<file path="src/rtl/instr_encoder_pkg.sv">
// Shared RV32I encoding constants, ALU-control codes and the combinational
// request-to-instruction encoder used by instr_encoder.
`default_nettype none

package instr_encoder_pkg;

  localparam logic [6:0] OP_R     = 7'b0110011;
  localparam logic [6:0] OP_I     = 7'b0010011;
  localparam logic [6:0] OP_LUI   = 7'b0110111;
  localparam logic [6:0] OP_AUIPC = 7'b0010111;

  localparam logic [2:0] FN3_ADD  = 3'b000;
  localparam logic [2:0] FN3_SLL  = 3'b001;
  localparam logic [2:0] FN3_SLT  = 3'b010;
  localparam logic [2:0] FN3_SLTU = 3'b011;
  localparam logic [2:0] FN3_XOR  = 3'b100;
  localparam logic [2:0] FN3_SR   = 3'b101;
  localparam logic [2:0] FN3_OR   = 3'b110;
  localparam logic [2:0] FN3_AND  = 3'b111;

  localparam logic [6:0] FN7_BASE = 7'b0000000;
  localparam logic [6:0] FN7_ALT  = 7'b0100000;

  localparam logic [31:0] NOP_WORD = 32'h0000_0013;

  typedef enum logic [1:0] {
    KIND_R     = 2'b00,
    KIND_I     = 2'b01,
    KIND_LUI   = 2'b10,
    KIND_AUIPC = 2'b11
  } kind_e;

  // ALU-control codes shared with the decoder; 4'd11..4'd15 are unassigned.
  typedef enum logic [3:0] {
    ALU_SLL  = 4'd0,
    ALU_SRL  = 4'd1,
    ALU_SRA  = 4'd2,
    ALU_ADD  = 4'd3,
    ALU_SUB  = 4'd4,
    ALU_SLT  = 4'd5,
    ALU_SLTU = 4'd6,
    ALU_XOR  = 4'd7,
    ALU_OR   = 4'd8,
    ALU_AND  = 4'd9,
    ALU_LUI  = 4'd10
  } alu_e;

  typedef struct packed {
    logic        legal;
    logic [31:0] word;
  } enc_t;

  function automatic enc_t encode(input logic [1:0]  kind,
                                  input logic [3:0]  alu,
                                  input logic [4:0]  rd,
                                  input logic [4:0]  rs1,
                                  input logic [4:0]  rs2,
                                  input logic [19:0] imm);
    enc_t       e;
    logic [2:0] fn3;
    logic [6:0] fn7;
    logic       known;
    logic       shift;
    e.legal = 1'b1;
    e.word  = NOP_WORD;
    fn3     = FN3_ADD;
    fn7     = FN7_BASE;
    known   = 1'b1;
    shift   = 1'b0;
    case (alu)
      ALU_SLL:  begin fn3 = FN3_SLL; shift = 1'b1; end
      ALU_SRL:  begin fn3 = FN3_SR;  shift = 1'b1; end
      ALU_SRA:  begin fn3 = FN3_SR;  fn7 = FN7_ALT; shift = 1'b1; end
      ALU_ADD:  fn3 = FN3_ADD;
      ALU_SUB:  begin fn3 = FN3_ADD; fn7 = FN7_ALT; end
      ALU_SLT:  fn3 = FN3_SLT;
      ALU_SLTU: fn3 = FN3_SLTU;
      ALU_XOR:  fn3 = FN3_XOR;
      ALU_OR:   fn3 = FN3_OR;
      ALU_AND:  fn3 = FN3_AND;
      default:  known = 1'b0;
    endcase
    case (kind)
      KIND_R: begin
        e.legal = known;
        e.word  = {fn7, rs2, rs1, fn3, rd, OP_R};
      end
      KIND_I: begin
        e.legal = known && (alu != ALU_SUB);
        e.word  = shift ? {fn7, imm[4:0], rs1, fn3, rd, OP_I}
                        : {imm[11:0], rs1, fn3, rd, OP_I};
      end
      KIND_LUI: e.word = {imm, rd, OP_LUI};
      default:  e.word = {imm, rd, OP_AUIPC};
    endcase
    return e;
  endfunction

endpackage

`default_nettype wire

</file>
<file path="src/rtl/instr_fifo.sv">
// DEPTH-entry 32-bit FIFO; the head word is shown combinationally, NOP when empty.
`default_nettype none

module instr_fifo
  import instr_encoder_pkg::*;
#(
  parameter int DEPTH = 4
) (
  input  logic        clk,
  input  logic        rst,
  input  logic        push,
  input  logic [31:0] wdata,
  input  logic        pop,
  output logic [31:0] rdata,
  output logic        full,
  output logic        empty
);

  localparam int AW = $clog2(DEPTH);
  localparam int CW = AW + 1;
  localparam logic [CW-1:0] FULL_CNT = CW'(DEPTH);

  logic [31:0]   mem [DEPTH];
  logic [AW-1:0] wr_ptr;
  logic [AW-1:0] rd_ptr;
  logic [CW-1:0] count;
  logic          do_push;
  logic          do_pop;

  assign full    = (count == FULL_CNT);
  assign empty   = (count == '0);
  assign do_push = push && !full;
  assign do_pop  = pop && !empty;
  assign rdata   = empty ? NOP_WORD : mem[rd_ptr];

  always_ff @(posedge clk) begin
    if (do_push) mem[wr_ptr] <= wdata;
  end

  // Power-of-two depth lets the pointers wrap by natural overflow.
  always_ff @(posedge clk or posedge rst) begin
    if (rst) begin
      wr_ptr <= '0;
      rd_ptr <= '0;
      count  <= '0;
    end else begin
      if (do_push) wr_ptr <= wr_ptr + 1'b1;
      if (do_pop)  rd_ptr <= rd_ptr + 1'b1;
      case ({do_push, do_pop})
        2'b10:   count <= count + 1'b1;
        2'b01:   count <= count - 1'b1;
        default: count <= count;
      endcase
    end
  end

endmodule

`default_nettype wire

</file>
<file path="src/rtl/instr_encoder.sv">
// Encodes ALU/LUI/AUIPC requests into RV32I words queued in an output FIFO,
// flagging and counting illegal requests.
`default_nettype none

module instr_encoder
  import instr_encoder_pkg::*;
#(
  parameter int DEPTH = 4
) (
  input  logic        CPU_CLK,
  input  logic        CPU_RST,
  input  logic        ReqValid,
  output logic        ReqReady,
  input  logic [1:0]  ReqKind,
  input  logic [3:0]  ReqAlu,
  input  logic [4:0]  ReqRd,
  input  logic [4:0]  ReqRs1,
  input  logic [4:0]  ReqRs2,
  input  logic [19:0] ReqImm,
  output logic        InstrValid,
  input  logic        InstrReady,
  output logic [31:0] Instr,
  output logic        ErrPulse,
  output logic [7:0]  ErrCount
);

  enc_t enc;
  logic full;
  logic empty;
  logic accept;
  logic push;

  assign enc        = encode(ReqKind, ReqAlu, ReqRd, ReqRs1, ReqRs2, ReqImm);
  assign ReqReady   = !full;
  assign InstrValid = !empty;
  assign accept     = ReqValid && ReqReady;
  assign push       = accept && enc.legal;

  instr_fifo #(.DEPTH(DEPTH)) u_fifo (
    .clk   (CPU_CLK),
    .rst   (CPU_RST),
    .push  (push),
    .wdata (enc.word),
    .pop   (InstrReady),
    .rdata (Instr),
    .full  (full),
    .empty (empty)
  );

  // Illegal requests are consumed but never enqueued.
  always_ff @(posedge CPU_CLK or posedge CPU_RST) begin
    if (CPU_RST) begin
      ErrPulse <= 1'b0;
      ErrCount <= '0;
    end else begin
      ErrPulse <= accept && !enc.legal;
      if (accept && !enc.legal && (ErrCount != 8'hFF)) ErrCount <= ErrCount + 1'b1;
    end
  end

endmodule

`default_nettype wire

</file>
<file path="config.mk">
export PLATFORM = sky130hd
export DESIGN_NAME = instr_encoder
export DESIGN_NICKNAME = d
export VERILOG_FILES = /design/src/rtl/instr_encoder_pkg.sv /design/src/rtl/instr_fifo.sv /design/src/rtl/instr_encoder.sv
export SDC_FILE = /design/constraint.sdc
export NUM_CORES = 1
export LEC_CHECK = 0
export CAP_MARGIN = 0
export CELL_PAD_IN_SITES_DETAIL_PLACEMENT = 2
export CELL_PAD_IN_SITES_GLOBAL_PLACEMENT = 2
export CORE_UTILIZATION = 39
export CTS_CLUSTER_SIZE = 14
export DETAILED_ROUTE_END_ITERATION = 8
export GPL_TIMING_DRIVEN = 0
export MAX_ROUTING_LAYER = met4
export PLACE_DENSITY = 0.79
export SLEW_MARGIN = 20
export SYNTH_ARGS = -nofsm -noshare
export SYNTH_HDL_FRONTEND = slang
export SYNTH_SLANG_ARGS = --single-unit
export TNS_END_PERCENT = 100
</file>
<file path="constraint.sdc">
create_clock -name CPU_CLK -period 2.78 [get_ports CPU_CLK]
set_input_delay 0.556 -clock CPU_CLK [delete_from_list [all_inputs] [get_ports CPU_CLK]]
set_output_delay 0.556 -clock CPU_CLK [all_outputs]
set_load 0.02 [all_outputs]
</file>
== After elaboration in Yosys (flattened, before gate mapping) ==
Memory sizes are Yosys's and may differ from the RTL's.
Index checks and enable logic that the tools add are counted.
Word-level totals
  flip-flop bits (word level): 16
  bits in writable memories: 128
  input bits: 45
  output and inout bits: 43
  word-level logic and storage cells: 56
  memories: 1
Memory list
  u_fifo.mem: words 4, width 32, read ports 1, clocked after Yosys merged registers in 0, write ports 1, line instr_fifo.sv:23  | logic [31:0] mem [DEPTH];
Operators by class
  $add $sub $neg: 5
  equal/unequal tests: 16
  mux-type cells: 11
  reduce and logical (&&, ||, !) cells: 18
Operators by type and width (count)
  $pmux 32 s3: 1
  $mux 32: 2
  $pmux 3 s7: 1
  $eq 4x3->1 const B: 4
  $reduce_or 10->1: 1
  $add 8x1->8 const B: 1
  $eq 4x2->1 const B: 2
  $eq 4x4->1 const B: 2
  $ne 8x8->1 const B: 1
  $logic_and 1x1->1: 7
  $mux 6: 1
  $pmux 3 s2: 1
  $add 2x1->2 const B: 2
  $eq 2x1->1 const B: 2
  $eq 2x2->1 const B: 2
  $eq 4x1->1 const B: 1
  $logic_not 4->1: 1
  $mux 1: 4
  $ne 4x3->1 const B: 1
  $reduce_or 2->1: 2
  $add 3x1->3 const B: 1
  $eq 3x3->1 const B: 1
  $logic_not 1->1: 3
  $logic_not 3->1: 1
  5 further kinds: 5

== Depth between registers and ports, before layout ==
  depth after elaboration: 9
  mapped depth: 11
  mapped depth without buffers: 10

== Cells and area by module ==
A second synthesis with hierarchy kept.
Unflattened totals
  cells, all modules: 346
  area, all modules: 6226.0 um^2
By module, submodules not included
  instr_fifo: instances 1, cells an instance 242, area an instance 5371.4 um^2, seq. area each 4018.9 um^2
  instr_encoder: instances 1, cells an instance 104, area an instance 854.6 um^2, seq. area each 225.2 um^2

== Least setup slack after synthesis ==
OpenSTA, ideal clock, no wires.
  path type: input-to-reg
  from: in ReqKind[0]
  to: mem u_fifo.mem[0][10], enable pin
  library setup time: 386 ps
  data arrival time: 2094 ps
  data required time: 2394 ps
  slack: 300 ps
  stages: 5
  path buffers: 1
  cells stage by stage: buf_6 -> nor3b_4 -> o221ai_4 -> and2b_4 -> and2_1
Between the ends
  word-level cells in the longest chain between the ends: 6
  elaborated cells between the ends (all ways): 7
  classes of those cells: 1 x eq/ne; 3 x mux; 3 x reduce/logical
Ends and longest elaborated chain
  start, declared: line instr_encoder.sv:14  | input logic [1:0] ReqKind,
  $eq 2x1->1 or $logic_not 2->1 (tied branches): line instr_encoder_pkg.sv:83  | case (kind)
  $pmux 1 s2 *: line instr_encoder_pkg.sv:83
  $logic_and 1x1->1 *: line instr_encoder.sv:37  | assign push = accept && enc.legal;
  $logic_and 1x1->1 *: line instr_fifo.sv:32  | assign do_push = push && !full;
  $mux 1 *: line instr_fifo.sv:37  | if (do_push) mem[wr_ptr] <= wdata;
  $mux 1 (not written as such) *: line instr_fifo.sv:37
  end, declared: line instr_fifo.sv:23
Every way passes the cells marked *; elsewhere a longest branch is shown, timed or not.

== Worst setup path in the final report ==
  from: reg u_fifo.rd_ptr[0]
  to: out Instr[28]
Between the ends
  word-level cells in the longest chain between the ends: 2
Ends and longest elaborated chain
  start, declared: line instr_fifo.sv:25  | logic [AW-1:0] rd_ptr;
  start signal, assigned: line instr_fifo.sv:48  | if (do_pop) rd_ptr <= rd_ptr + 1'b1;
  $mem_v2 4x32
  $mux 32: line instr_fifo.sv:34  | assign rdata = empty ? NOP_WORD : mem[rd_ptr];
  end, declared: line instr_encoder.sv:22  | output logic [31:0] Instr,
No other way between the ends.

==> key figures <==
Clock tree
  – CTS sink cnt: about 120
  – Num CTS Buffers: 17
  – Clock buffer depth: 2
  – Clock Root Buffer: clkbuf_16
  – CTS tree: done
  – Hold-fix buffers at CTS: 0
  – Clock transition at the registers of the reported paths: roughly 0.050 ns
  – H-tree levels: 4
  – Clock Latency Late Sink: around 0.42 ns

Logic synthesis
  – Synth Warn #: 0
  – Number of distinct library cells after synthesis: 45
  – Synth area leader: edfxtp_1
  – Post-synth EDFFs: 108
  – Ys async rst share: around an eighth
  – Synth area leaders: edfxtp_1 59%, mux4_2 11%, dfrtp_1 7.3%
  – FF+latch count, synth: between 100 and 150
  – Sequential-to-total area share from yosys stat: between 60% and 70%
  – Share of the synthesized area in the top cell type: 59.2%
  – Cell Area, Synth: about 5500 sq um
  – Most used DFF post-synth: edfxtp_1
  – Synth Instances: 315
  – Mapped Avg Cell Area: about 17 sq um

Floorplan
  – CORE AREA: ~13,000 sq um
  – Chip height: around 120 microns
  – Die footprint: 14,500 sq um
  – Initial Util: approximately 41%
  – Std cell rows: 42
  – Die W: approximately 120 microns
  – I/O pin cnt: 88

Timing
  – Final setup vio count: 0
  – Fin crit share: between 90 and 100%
  – Worst Skew: 0.00625 ns
  – Fmax: between 0.3 and 0.4 GHz
  – Final min period: about 2.7 ns
  – Least-Margin Pin Slew: 0.663 ns
  – Final Hold Vio Count: 0
  – Post-route setup slack: approximately 0.091 ns
  – Fin. max-slew vios: 0
  – Slew HR: roughly 56%
  – RSZ-0062 raised after global routing: false

Final layout
  – Fraction of layout cells with a size suffix above 1: a little under a quarter
  – Commonest non-fill, non-tap cells in the layout: 108 x edfxtp_1, 51 x clkdlybuf4s50_1, 28 x and2_1
  – Area of the multi-input gates: 1670 sq um
  – Commonest non-fill, non-tap cell in the layout: edfxtp_1
  – Nets: 473
  – Fill cells: around 1.2k
  – Reg area: between 3000 and 4000 sq um
  – Synth-to-Final Area Change: 31.0%
  – Final core utilization: a little over half
  – Ant diodes: 0

Worst setup path
  – Reg-to-reg setup timing slack: approximately 0.35 ns
  – Crit path max fanout: 10
  – Critical Path Sink Type: primary output
  – CP Data Required Time: between 2 and 2.5 ns
  – Crit path top cell by count: buf_12
  – CP Launch Type: flip-flop
  – Slowest cell on the critical path: mux4_2
  – Worst Path Arrival: between 2 and 2.5 ns
  – Worst path cell trace: buf_12 > buf_12 > mux4_2 > and2_1 > dlygate4sd2_1
  – Crit-path max cell delay: slightly below 0.5 ns
  – Critical path type: reg -> out

Drt
  – Via density: 5.28
  – Drt first pass iters: 5
  – DR vias: 3,221
  – Wirelength per Cell: 23.6 microns
  – Number of remaining DRC errors: 0
  – WL final: 14.4 mm
  – DRT antenna net count: 0
  – 1st-iter DRT viols: between 200 and 250

Pwr
  – Power Dens Cells: about 1000 nW/um^2
  – Switch share: ~33%
  – Gate power share: 39.1%
  – Switch Pwr: approximately 2400 uW
  – Leak Pwr: 0.00263 uW
  – Reg power frac: about a third
  – Clock power frac: roughly a quarter
  – VDD IR max: between 0.4 and 0.5 mV
  – Internal power: about 5000 uW

Status
  – Status: completed

GRT
  – Number of global-route vias before repair: between 3k and 4k
  – First-pass GRT wire length: roughly 22 mm
  – GRT overflow: 0
  – Total global-route track usage: a little under a quarter
  – Largest net degree at the start of global routing: 17
  – Initial antenna violation count: 0

Worst hold path
  – Hold Crit Class: reg -> reg

Placement
  – Buffers added on ports: slightly below 80
  – Dpl ws: -0.243 ns
  – Post-DP HPWL: approximately 9.8 mm
  – Gpl congestion: approximately 0.7

Run
  – Max Cap Viol: 0
[critical path, delay by kind of cell, from the launching register on]
| family | cells | cell delay [ns] |
|---|---|---|
| buffers and inverters | 3 | 0.65 |
| AND/OR/NAND/NOR | 1 | 0.20 |
| multiplexers | 1 | 0.49 |
| flip-flops | 1 | 0.38 |
[Yosys cell counts, types with 2 or more instances]
cell type,instances
nand3_1,4
a211oi_1,2
buf_4,7
edfxtp_1,108
dfrtp_1,16
buf_2,4
mux2i_1,6
ha_1,6
mux4_2,27
nand2b_1,5
clkbuf_1,7
clkbuf_8,2
nor3_2,2
o21ai_0,6
a21oi_1,4
xor2_1,10
and2_1,32
mux2_2,5
inv_1,12
xnor2_1,3
nor2_1,5
mux2_1,2
nor4_2,5
a22o_1,7
nand2_1,7
conb_1,2
[kinds of logic after synthesis]
group	count (synthesis)	share of synthesized area, %
simple gates	71	9.01
mux	41	13.9
buf+inv	34	3.40
compound gates	23	3.29
flops	124	66.5
fa+ha+maj	7	1.73
xor+xnor	13	2.08
other cells	2	0.137
[power by group through the flow]
stage | Combinational [uW] | Sequential [uW] | Clock (uW)
final | 2900 | 2600 | 1920
after global routing | 3120 | 2630 | 2040
after CTS | 2960 | 2610 | 1970
after detailed placement | 2980 | 2620 | 0
after global placement | 2790 | 2580 | 0
after floorplan | 1690 | 2590 | 0
[flip-flops by register name (all words and copies together), names as in the netlist]
register,flops
u_fifo.rd_ptr,2
u_fifo.count,3
u_fifo.wr_ptr,2
u_fifo.mem,108
ErrCount,8
ErrPulse,1
[per-stage QoR]
| stage | setup TNS (ns) | area [sq um] | instances | hold slack [ns] | power [uW] |
|---|---|---|---|---|---|
| floorplan | 0 | 5490 | 318 | 0.450 | 4280 |
| global placement | -74.03 | 6490 | 572 | 0.480 | 5370 |
| detailed placement | -9.75 | 6610 | 576 | 0.495 | 5600 |
| CTS | 0 | 7170 | 609 | 0.506 | 7530 |
| global route | 0 | 7180 | 610 | 0.513 | 7790 |
| finish | 0 | 7180 | 610 | 0.508 | 7420 |
[worst paths after layout]
| path | start | endpoint | depth (start not counted) |
|---|---|---|---|
| max | u_fifo.rd_ptr[0] | Instr[28] | 5 |
| min | ErrCount[5] | ErrCount[5] | 1 |
| max reg2reg | u_fifo.count[0] | u_fifo.count[2] | 10 |
| min reg2reg | ErrCount[5] | ErrCount[5] | 1 |
| max in group asynchronous | CPU_RST | u_fifo.rd_ptr[0] | 2 |
| min in group asynchronous | CPU_RST | ErrCount[5] | 2 |
[routing by layer]
metal	share of wire [%]	global-route usage (%)	vias up
met5	0	-	-
met2	53	38.8	80
met3	3.6	5.57	17
met4	1.7	7.79	0
li1	-	-	1416
met1	41	25.8	1708
[final cells by class]
class	count	share of cell area, %
Sequential cell	124	50.8
Timing Repair Buffer	84	12.3
Multi-Input combinational cell	160	23.2
Tap cell	176	3.07
Inverter	12	0.627
Clock buffer	29	6.83
Buffer	22	2.94
Clock inverter	3	0.209
[timing repair]
item | CTS | global route
gates resized for setup | 48 | 5
pin swaps | 0 | 0
endpoints found under the setup margin | 27 | 12
buffers inserted | 1 | 1
endpoints found under the hold margin | 0 | 0
No activity file was read; power rests on OpenSTA's default activity.
